## config.mk

```make
export PLATFORM = sky130hd
export DESIGN_NAME = e2_out_monitor
export DESIGN_NICKNAME = d
export VERILOG_FILES = /design/src/rtl/e2_out_monitor.sv
export SDC_FILE = /design/constraint.sdc
export NUM_CORES = 1
export LEC_CHECK = 0
export CORE_MARGIN = 5
export CORE_UTILIZATION = 35
export CTS_BUF_LIST = sky130_fd_sc_hd__clkbuf_8
export DETAILED_ROUTE_END_ITERATION = 8
export GPL_ROUTABILITY_DRIVEN = 0
export PLACE_DENSITY = 0.65
export SLEW_MARGIN = 30
export SYNTH_ARGS = -nofsm -noshare
export SYNTH_HDL_FRONTEND = slang
export SYNTH_SLANG_ARGS = --single-unit
```

## constraint.sdc

```tcl
create_clock -name clk -period 2.62 [get_ports clk]
set_clock_uncertainty 0.05 [all_clocks]
set_input_delay 0.262 -clock clk [delete_from_list [all_inputs] [get_ports clk]]
set_output_delay 0.262 -clock clk [all_outputs]
set_load 0.01 [all_outputs]
```

## src/rtl/e2_out_monitor.sv

```systemverilog
// e2_out_monitor: observes the e2 controller's 18-bit output bus (y1..y18),
// classifies each sampled vector against the legal e2 output set, counts
// legal activity and raises sticky alarms on illegal patterns or on a
// suppressed-output (all-zero) run after the controller has become active.
module e2_out_monitor #(
    parameter int unsigned ZERO_LIMIT = 8,
    parameter int unsigned RUN_W      = 8,
    parameter int unsigned CNT_W      = 16
) (
    input  logic             clk,
    input  logic             rst,
    input  logic             sample_en,
    input  logic [17:0]      y_vec,
    input  logic             clr,
    output logic [4:0]       code,
    output logic             code_valid,
    output logic [CNT_W-1:0] act_count,
    output logic [RUN_W-1:0] zero_run,
    output logic             stall_alarm,
    output logic             illegal_alarm,
    output logic [17:0]      illegal_vec,
    output logic [1:0]       mon_state
);

    typedef enum logic [1:0] {
        ST_ARMED = 2'd0,
        ST_RUN   = 2'd1,
        ST_ALARM = 2'd2
    } mon_state_t;

    localparam logic [4:0] CODE_ILLEGAL = 5'd31;

    mon_state_t       r_state;
    mon_state_t       w_state_next;

    logic [4:0]       r_code;
    logic             r_code_valid;
    logic [CNT_W-1:0] r_act_count;
    logic [RUN_W-1:0] r_zero_run;
    logic             r_stall_alarm;
    logic             r_illegal_alarm;
    logic [17:0]      r_illegal_vec;

    logic [4:0]       w_class;
    logic             w_accept;
    logic             w_is_zero;
    logic             w_is_illegal;
    logic             w_is_legal_nz;
    logic [RUN_W-1:0] w_zr_inc;
    logic             w_stall_hit;
    logic             w_act_inc;

    // Exact-match classification of the output vector; anything else is illegal.
    always_comb begin
        w_class = CODE_ILLEGAL;
        case (y_vec)
            18'h00000: w_class = 5'd0;   // all zero
            18'h00001: w_class = 5'd1;   // y1
            18'h00002: w_class = 5'd2;   // y2
            18'h00004: w_class = 5'd3;   // y3
            18'h00008: w_class = 5'd4;   // y4
            18'h00010: w_class = 5'd5;   // y5
            18'h00020: w_class = 5'd6;   // y6
            18'h000C0: w_class = 5'd7;   // y7,y8
            18'h10080: w_class = 5'd8;   // y8,y17
            18'h00D00: w_class = 5'd9;   // y9,y11,y12
            18'h00200: w_class = 5'd10;  // y10
            18'h00C01: w_class = 5'd11;  // y1,y11,y12
            18'h20800: w_class = 5'd12;  // y12,y18
            18'h01000: w_class = 5'd13;  // y13
            18'h02000: w_class = 5'd14;  // y14
            18'h04000: w_class = 5'd15;  // y15
            18'h08000: w_class = 5'd16;  // y16
            default:   w_class = CODE_ILLEGAL;
        endcase
    end

    // Sample qualification and derived per-sample conditions.
    always_comb begin
        w_accept      = sample_en & ~clr;
        w_is_zero     = (w_class == 5'd0);
        w_is_illegal  = (w_class == CODE_ILLEGAL);
        w_is_legal_nz = ~w_is_zero & ~w_is_illegal;
        w_zr_inc      = (r_zero_run == '1) ? r_zero_run : r_zero_run + 1'b1;
        w_stall_hit   = w_accept & (r_state == ST_RUN) & w_is_zero
                        & (w_zr_inc == RUN_W'(ZERO_LIMIT));
        w_act_inc     = w_accept & w_is_legal_nz & (r_state != ST_ALARM)
                        & (r_act_count != '1);
    end

    // FSM state register.
    always_ff @(posedge clk or posedge rst) begin
        if (rst)
            r_state <= ST_ARMED;
        else
            r_state <= w_state_next;
    end

    // FSM next-state logic; clr always returns the monitor to ARMED.
    always_comb begin
        w_state_next = r_state;
        if (clr) begin
            w_state_next = ST_ARMED;
        end else if (w_accept) begin
            case (r_state)
                ST_ARMED: begin
                    if (w_is_illegal)
                        w_state_next = ST_ALARM;
                    else if (w_is_legal_nz)
                        w_state_next = ST_RUN;
                end
                ST_RUN: begin
                    if (w_is_illegal || w_stall_hit)
                        w_state_next = ST_ALARM;
                end
                ST_ALARM: w_state_next = ST_ALARM;
                default:  w_state_next = ST_ARMED;
            endcase
        end
    end

    // FSM output decode.
    always_comb begin
        mon_state = r_state;
    end

    // Classification code and its one-cycle valid pulse; code holds otherwise.
    always_ff @(posedge clk or posedge rst) begin
        if (rst) begin
            r_code       <= '0;
            r_code_valid <= 1'b0;
        end else begin
            r_code_valid <= w_accept;
            if (w_accept)
                r_code <= w_class;
        end
    end

    // Saturating activity counter of legal non-zero samples, frozen in ALARM.
    always_ff @(posedge clk or posedge rst) begin
        if (rst)
            r_act_count <= '0;
        else if (clr)
            r_act_count <= '0;
        else if (w_act_inc)
            r_act_count <= r_act_count + 1'b1;
    end

    // Zero-run counter: only tracks in RUN; any non-zero sample (legal or not) clears it.
    always_ff @(posedge clk or posedge rst) begin
        if (rst)
            r_zero_run <= '0;
        else if (clr)
            r_zero_run <= '0;
        else if (w_accept && (r_state == ST_RUN)) begin
            if (w_is_zero)
                r_zero_run <= w_zr_inc;
            else
                r_zero_run <= '0;
        end
    end

    // Sticky stall alarm when the zero run reaches its limit.
    always_ff @(posedge clk or posedge rst) begin
        if (rst)
            r_stall_alarm <= 1'b0;
        else if (clr)
            r_stall_alarm <= 1'b0;
        else if (w_stall_hit)
            r_stall_alarm <= 1'b1;
    end

    // Sticky illegal-pattern alarm; set in any state.
    always_ff @(posedge clk or posedge rst) begin
        if (rst)
            r_illegal_alarm <= 1'b0;
        else if (clr)
            r_illegal_alarm <= 1'b0;
        else if (w_accept && w_is_illegal)
            r_illegal_alarm <= 1'b1;
    end

    // Capture only the first illegal vector; frozen once ALARM is reached.
    always_ff @(posedge clk or posedge rst) begin
        if (rst)
            r_illegal_vec <= '0;
        else if (clr)
            r_illegal_vec <= '0;
        else if (w_accept && w_is_illegal && !r_illegal_alarm && (r_state != ST_ALARM))
            r_illegal_vec <= y_vec;
    end

    // Output drive from registers.
    always_comb begin
        code          = r_code;
        code_valid    = r_code_valid;
        act_count     = r_act_count;
        zero_run      = r_zero_run;
        stall_alarm   = r_stall_alarm;
        illegal_alarm = r_illegal_alarm;
        illegal_vec   = r_illegal_vec;
    end

endmodule

```

Word-level counts from Yosys, hierarchy flattened
Index checks and enable logic that the tools add are counted.

$add $sub $neg: 2. Equality and inequality tests: 25. Muxes and demuxes: 19. Bitwise operators: 11. Reduce and logical (&&, ||, !) cells: 16.

Operator list (number): $pmux 5 s17 (1); $eq 18x12->1 const B (2); $mux 18 (2); $mux 16 (2); $mux 8 (4); $eq 18x1->1 const B (1); $eq 18x10->1 const B (1); $eq 18x13->1 const B (1); $eq 18x14->1 const B (1); $eq 18x15->1 const B (1); $eq 18x16->1 const B (1); $eq 18x17->1 const B (1); $eq 18x18->1 const B (1); $eq 18x2->1 const B (1); $eq 18x3->1 const B (1); $eq 18x4->1 const B (1); $eq 18x5->1 const B (1); $eq 18x6->1 const B (1); $eq 18x8->1 const B (1); $logic_not 18->1 (1); $add 16x1->16 const B (1); $ne 16x16->1 const B (1); $reduce_bool 2->1 (6); $mux 2 (5); other kinds (19) (34).

Register bits: 52. Logic and storage cells: 81.

Logic depth before layout (Yosys ltp)
Gate-level depths: netlist of run 1.

Depth after elaboration: 10. Gate-level depth with buffers: 11.

Worst setup path after synthesis of run 1
No wires, ideal clock.

Kind: input-to-reg. From: input y_vec[12]. To: register r_illegal_vec[0], in the netlist illegal_vec[0]. Library setup time: 0.125 ns. Arrival time: 2.372 ns. Data required time: 2.445 ns. Path slack: 0.074 ns. Stages on the path: 11. Path buffers: 4. Path through: buf_2 nor4_4 and3_1 buf_4 and4b_1 a211oi_2 and2_1 clkbuf_2 nand2_2 buf_4 mux2_2.

Word-level cells in the longest chain between the ends: 7.

Ends and longest elaborated chain: start, declared (line 13) `input logic [17:0] y_vec,`; $eq 18x16->1 (tied with other cells) (line 56) `case (y_vec)`; $pmux 5 s17 * (line 56); $eq 5x5->1 * (line 82) `w_is_illegal = (w_class == CODE_ILLEGAL);`; $logic_and 1x1->1 * (3 in a row) (line 189) `else if (w_accept && w_is_illegal && !r_illegal_alarm && (r_state != ST_ALARM))`; $reduce_bool 2->1 (no line) *; end signal, assigned (line 190) `r_illegal_vec <= y_vec;`; end, declared (line 42) `logic [17:0] r_illegal_vec;`.

Every way passes the cells marked *; elsewhere a longest branch is shown, timed or not. A chain may end at the register's enable or synchronous reset.

Worst setup path after layout of run 1
From: input y_vec[5]. To: register r_act_count[13], in the netlist act_count[13].

Word-level cells in the longest chain between the ends: 9.

Ends and longest elaborated chain: $eq 18x16->1 (tied with other cells) (line 56); $pmux 5 s17 * (line 56); $eq 5x5->1 / $logic_not 5->1 (equally long branches) (line 82, 81); $not 1->1 (line 83) `w_is_legal_nz = ~w_is_zero & ~w_is_illegal;`; $and 1x1->1 * (line 83); $and 1x1->1 * (2 in a row) (line 87) `w_act_inc = w_accept & w_is_legal_nz & (r_state != ST_ALARM)`; $and 1x1->1 * (line 88) `& (r_act_count != '1);`; $reduce_bool 2->1 (no line) *; end signal, assigned (line 146) `r_act_count <= r_act_count + 1'b1;`; end, declared (line 38) `logic [CNT_W-1:0] r_act_count;`.

Marked as above.

==> qor.yml, run 1 <==
p_leak_nw: 1.99
routed_wirelength_mm: 9.26
grt_remaining_overflow: 0
switchingPower_mw: 0.448
die_area_mm2: 0.0112
cts_tree: "built"
worst_ep_arrival_time_ps: 2760
number_of_antenna_violations_at_the_first_check_in_global_routing: 0
core_region_area_mm2: 0.00911
finalWorstPathRequiredPeriod_ps: 2570
setup.worst_path.start: "y_vec[5]"
synth_unique_cells: 56
power_per_cell_area_mw_per_mm2: 349
post_layout_nonfiller_instances: 581
p_comb_share_pct: 19.8
antennaDiodeCount: 0
design.final.nets: 497
syn_avg_cell_area_um2: 9.47
dominantRegCellSynth: "dfrtp_1"
finalSetupViolCount: 0
detailed_place_hpwl_mm: 6.64
drv.max_cap_violation_count: 0
route.detailed.drc: 0
post_dp_area_mm2: 0.00446
clk_latency_ps: 310
global_route_wire_length_before_repair_mm: 14.8
drive_gt1_share_pct: 27.0
drt_first_iter_violations: 131
ys_ff_latch: 52
synth.net_count: 367
worst_slew_margin_rel_pct: 59.9
final_core_utilization_pct: 52.3
grt_use_met1_pct: 22.0
crit_type: "in2reg"
area_growth_from_synthesis_to_final_layout_pct: 48.4
synth_warnings: 0
grt_use_met3_pct: 2.69
yosysTopAreaCellShare_pct: 40.5
setup.worst_path.start_class: "primary input"
cts.hold.buffers_added: 0
yosysMostFrequentCell: "dfrtp_1"
max-clock-path-buffers: 2
ir_worst_vdd_mv: 0.230
routed_via_density: 5.40
drv_slew: 0
total_non_filler_cell_area_in_the_finished_layout_mm2: 0.00477
hold_crit_class: "in2async"
cp_data_required_time_ps: 2810
synthesis.area_mm2: 0.00321
synthDominantAreaCellType: "dfrtp_1"
io_buffer_count: 73
path_clk_slew_ps: 100
portion_of_the_post_synthesis_area_used_by_sequential_elements_pct: 40.5
crit-reg2reg-launch: "zero_run[2]"
die_w_um: 106
slowest_delay_ps: 520
sequentialPowerShare_pct: 51.1
crit_chain: "clkdlybuf4s50_1, nor2_1, nand4_4, nor4_4, nor4_4, a21o_2, or4_4, a21oi_2"
switching_share_pct: 27.0
clock_sink_count: 52
synth-edff-count: 0
top_usage_layer: "met2"
report.final.hold_viol_count: 0
worst-path-buf-inv: 1
power_frac_clock_pct: 29.0
worstMarginPinSlew_ps: 600
final_min_period_over_clock_period_pct: 98.2
groute.layer.met2.usage_pct: 26.5
critPathSlowestCell: "or4_4"
firstDrtPassIters: 4
cell_internal_pwr_mw: 1.21
floorplan.initialDensity_pct: 35.3
synthTopCellsByCount: "dfrtp_1, nor2_1, a21oi_1"
via_count_of_the_first_global_routing_pass: 2972
run_status: "completed"
global_route_usage_over_all_layers_pct: 16.0
fillerInstances: 852
die_height_um: 106
critPathMostFrequentCell: "nor4_4"
detail-route-antenna-nets: 0
achievable-frequency_mhz: 389
crit_family: "simple AND/OR/NAND/NOR gates"
synth_async_sr_flop_share_pct: 100
clock_tree.root_cell: "clkbuf_8"
pin_count_of_the_biggest_net_entering_global_routing: 43
ys_top_cells_by_area: "dfrtp_1, mux2_2, a21oi_1, nor2b_1, nor2_1"
placementRows: 35
timing.critical_path.to_type: "flop"
cts_htree_levels: 2
syn-instance-count: 339
dr_wl_cell_um: 15.9
cts_inserted_buffers: 5
timing.critical_path.fanout_max: 6
pin_count: 74
detailroute.via_count: 3135
numPlacedInstances: 564
## path summary, 6_finish.rpt
check                            endpoint  slack [ps]  cells past startpoint
min in group clk           illegal_vec[0]         370                      2
hold / removal                zero_run[6]         280                      2
setup / recovery            act_count[13]          50                      8
max in group asynchronous  illegal_vec[7]        1670                      3
setup reg to reg             mon_state[1]         150                      8
hold reg to reg               stall_alarm         460                      2
## metrics by stage
stage / worst slack, ps / power [mW] / hold slack (ps) / setup TNS (ps)
after floorplan: 73.5 / 1.00 / 321 / 0
after global placement: -284 / 1.18 / 431 / -6330
after detailed placement: -387 / 1.18 / 432 / -9570
after CTS: 0.552 / 1.68 / 300 / 0
after global routing: -36.3 / 1.74 / 321 / -130
final: 47.3 / 1.66 / 282 / 0
## power by group through the flow
stage          Combinational [mW]  Clock, mW  Sequential, mW
2_1_floorplan               0.128          0           0.875
3_3_place_gp                0.311          0           0.865
3_5_place_dp                0.318          0           0.865
4_1_cts                     0.320      0.508           0.850
5_1_grt                     0.356      0.533           0.854
6_report                    0.330      0.482           0.849
## area by class of cell
type                       count  area, um2  area share (%)
sequential                    52       1300            27.3
tap                          111        139            2.91
clock inverter                 2       10.0           0.210
timing repair buffer         142       1290            27.0
multi-input combinational    258       1910            40.0
inverter                      10       37.5           0.788
clock buffer                   6       82.6            1.73
## cell families after synthesis
logic type / synth area share [%]
adders and majority gates: 2.34
and+or+nand+nor: 25.5
DFF: 40.5
AOI/OAI and AO/OA: 17.4
muxes: 7.25
xor gates and xnor gates: 2.73
buffers and inverters: 4.32
## placed cells by master (no fill, tap or decap), drive strengths merged, types with 4 or more instances in the layout
cell | synthesis | routed
dlymetal6s2s | 0 | 4
clkbuf | 11 | 6
a21oi | 26 | 26
nand4 | 6 | 6
nor2 | 27 | 27
dfrtp | 52 | 52
nand2 | 22 | 22
buf | 9 | 69
a2111oi | 4 | 4
xor2 | 6 | 6
o21ai | 17 | 17
nor4 | 11 | 11
nand3 | 9 | 9
a211oi | 4 | 4
or4 | 6 | 6
xnor2 | 4 | 4
clkdlybuf4s50 | 0 | 69
mux2 | 18 | 18
and3 | 4 | 4
a31oi | 9 | 9
nor3 | 7 | 7
inv | 9 | 9
a21o | 3 | 4
nor2b | 19 | 19
o31ai | 7 | 7
or3 | 4 | 4
ha | 6 | 6
## flip-flops by register name, summed over array words and instances, names as in the netlist
| register | count |
|---|---|
| code_valid | 1 |
| illegal_alarm | 1 |
| zero_run | 8 |
| code | 5 |
| stall_alarm | 1 |
| illegal_vec | 18 |
| act_count | 16 |
| mon_state | 2 |
## routing by layer
layer	wire length [um]	part of all wire (%)	up-vias
li1	-	-	1517
met1	4280	46	1539
met2	4490	48	70
met3	374	4.0	9
met4	116	1.3	0
met5	0	0	-
## repair_timing
action,in CTS,in global routing
gates resized for setup,2,29
pin swaps,1,16
setup buffers,0,8
endpoints found under the setup margin,7,35
cloned,0,1
Note: power is estimated with default switching activity, not from simulation.
==> run 2, diff against run 1 <==
==> constraint.sdc (replaced) <==
create_clock -name clk -period 2.76 [get_ports clk]
set_clock_uncertainty 0.05 [all_clocks]
set_input_delay 0.276 -clock clk [delete_from_list [all_inputs] [get_ports clk]]
set_output_delay 0.276 -clock clk [all_outputs]
set_load 0.01 [all_outputs]
==> run 2 against run 1 <==
Global-route usage decreased by 0.37 points. Critical path depth increased by 2. First-iteration DRC count decreased by 21%. Die area unchanged. Utilization decreased by 1.8 points. Non-clock buffer count decreased by 9. Via count decreased by 3.3%. Clock power increased by 8.7%. Critical path type is now reg2reg. Largest cell class unchanged.
==> qor.yml, run 2 (synthesis gave the netlist of run 1 again) <==
pin_count: 74  # unchanged
routed_via_density: 5.31  # was 5.40
drv.max_cap_violation_count: 0  # unchanged
critPathMostFrequentCell: "buf_4"  # was nor4_4
mostFrequentLayoutCell: "clkdlybuf4s50_1"  # unchanged
sum_of_negative_setup_slack_ps: 0  # unchanged
floorplan.initialDensity_pct: 35.3  # unchanged
worst-path-buf-inv: 2  # was 1
drt_first_iter_violations: 104  # was 131
post_layout_nonfiller_instances: 571  # was 581
setup.worst_path.start_class: "flop"  # was primary input
grt_use_met3_pct: 2.20  # was 2.69%
setup.worst_path.start: "zero_run[0]"  # was y_vec[5]
crit-reg2reg-launch: "zero_run[0]"  # was zero_run[2]
finalSetupViolCount: 0  # unchanged
numPlacedInstances: 560  # was 564
die_area_mm2: 0.0112  # unchanged
antennaDiodeCount: 0  # unchanged
max-clock-path-buffers: 2  # unchanged
grt_remaining_overflow: 0  # unchanged
detailed_place_hpwl_mm: 6.60  # was 6.64 mm
via_count_of_the_first_global_routing_pass: 2937  # was 2,972
crit_chain: "ha_2, nand4_1, buf_4, o2111a_1, o22ai_1, nor4_2, buf_4, a21o_1, a221oi_2, mux2_2"  # was clkdlybuf4s50_1, nor2_1, nand4_4, nor4_4, nor4_4, a21o_2, or4_4, a21oi_2
timing.critical_path.fanout_max: 7  # was 6
largest_register_ff_count: 18  # unchanged
critPathSlowestCell: "dfrtp_1"  # was or4_4
ir_worst_vdd_mv: 0.231  # was 0.230 mV
area_growth_from_synthesis_to_final_layout_pct: 43.2  # was 48.4%
cts_htree_levels: 2  # unchanged
total_non_filler_cell_area_in_the_finished_layout_mm2: 0.00460  # was 0.00477 mm2
slowest_delay_ps: 370  # was 520 ps
worst_slew_margin_rel_pct: 63.1  # was 59.9%
timing.critical_path.to_type: "flop"  # unchanged
hold_crit_class: "in2async"  # unchanged
run_status: "completed"  # unchanged
finalWorstPathRequiredPeriod_ps: 2700
worst_ep_arrival_time_ps: 2840  # was 2760 ps
drive_gt1_share_pct: 22.4  # was 27.0%
grt_use_met1_pct: 21.6  # was 22.0%
post_dp_area_mm2: 0.00443  # was 0.00446 mm2
dr_wl_cell_um: 15.4  # was 15.9 um
achievable-frequency_mhz: 371
pin_count_of_the_biggest_net_entering_global_routing: 43  # unchanged
die_w_um: 106  # unchanged
cp_data_required_time_ps: 2910  # was 2810 ps
p_leak_nw: 1.89  # was 1.99 nW
global_route_usage_over_all_layers_pct: 15.7  # was 16.0%
routed_wirelength_mm: 8.82  # was 9.26 mm
cts_tree: "built"  # unchanged
clk_latency_ps: 300  # was 310 ps
report.final.hold_viol_count: 0  # unchanged
number_of_antenna_violations_at_the_first_check_in_global_routing: 0  # unchanged
path_clk_slew_ps: 100  # about the same
detailroute.via_count: 3032  # was 3,135
firstDrtPassIters: 4  # unchanged
die_height_um: 106  # unchanged
clock_sink_count: 52  # unchanged
worstMarginPinSlew_ps: 552  # was 600 ps
route.detailed.drc: 0  # unchanged
mostFrequentLayoutCells: "clkdlybuf4s50_1, buf_4, dfrtp_1"  # unchanged
detail-route-antenna-nets: 0  # unchanged
setup_repair_after_global_routing_missed_its_margin: "yes"
crit_type: "reg2reg"  # was in2reg
global_route_wire_length_before_repair_mm: 14.5  # was 14.8 mm
final_min_period_over_clock_period_pct: 97.7
drv_slew: 0  # unchanged
holdWs_ps: 283  # was 282 ps
crit_family: "compound AO/OA/AOI/OAI gates"  # was simple AND/OR/NAND/NOR gates
cts.hold.buffers_added: 0  # unchanged
design.final.nets: 487  # was 497
core_region_area_mm2: 0.00911  # unchanged
power_per_cell_area_mw_per_mm2: 355  # was 349 mW/mm2
io_buffer_count: 73  # unchanged
groute.layer.met2.usage_pct: 25.9  # was 26.5%
placementRows: 35  # unchanged
cts_inserted_buffers: 5  # unchanged
top_usage_layer: "met2"  # unchanged
clock_tree.root_cell: "clkbuf_8"  # unchanged
## run 2: cell types whose count changed in the layout (fill, tap and decap cells not counted), moves of 3 or more
cell | previous run | this run
nor4_2 | 2 | 5
dlymetal6s2s_1 | 4 | 0
clkdlybuf4s50_1 | 69 | 73
a21oi_2 | 5 | 0
buf_4 | 66 | 58
or4_4 | 4 | 0
a21oi_1 | 21 | 26
or4_1 | 2 | 6
## run 2: power breakdown
group,total [mW],switching [mW],internal [mW]
Clock,0.524,0.258,0.266
Sequential,0.806,0.0180,0.788
Combinational,0.300,0.140,0.160
## run 2: worst paths after layout
path	cells after the start	end	slack, ps
min	2	zero_run[7]	280
max in group asynchronous	3	illegal_vec[17]	1820
max reg2reg	10	mon_state[1]	60
max	10	mon_state[1]	60
min in group clk	2	code[4]	440
min reg2reg	2	code[4]	440
## run 2: worst reg2reg max path, delay by kind of cell, from the launching register on
family / cells / cell delay, ps
AND/OR/NAND/NOR: 2 / 330
buffers and inverters: 2 / 380
adder cells (fa/ha/maj): 1 / 250
AO/OA/AOI/OAI: 4 / 860
flip-flops: 1 / 370
multiplexers: 1 / 360
## run 2: repair_timing
| action | CTS | global route |
|---|---|---|
| setup endpoints to repair | 0 | 14 |
| buffers inserted | 0 | 3 |
| gates resized for setup | 0 | 6 |
| hold endpoints to repair | 0 | 0 |
## run 2: cell type report
class / count / area (um2)
Tap cell: 111 / 139
Inverter: 10 / 37.5
Sequential cell: 52 / 1300
Clock inverter: 3 / 38.8
Clock buffer: 5 / 68.8
Multi-Input combinational cell: 257 / 1810
Fill cell: 859 / 4510
Timing Repair Buffer: 133 / 1210
## run 2: metal layers
layer | wire length [um] | vias to the layer above
met5 | 0 | -
met4 | 88 | 0
met3 | 305 | 6
met2 | 4230 | 66
met1 | 4200 | 1464
li1 | - | 1496
## run 2: through the flow
step           total power [mW]  utilization, %  worst slack [ps]
2_1_floorplan             0.952               -               200
3_3_place_gp               1.12            48.7              -231
3_5_place_dp               1.12            48.7              -304
4_1_cts                    1.65            49.8              25.9
5_1_grt                    1.70            50.5              -106
6_report                   1.63            50.5              63.7
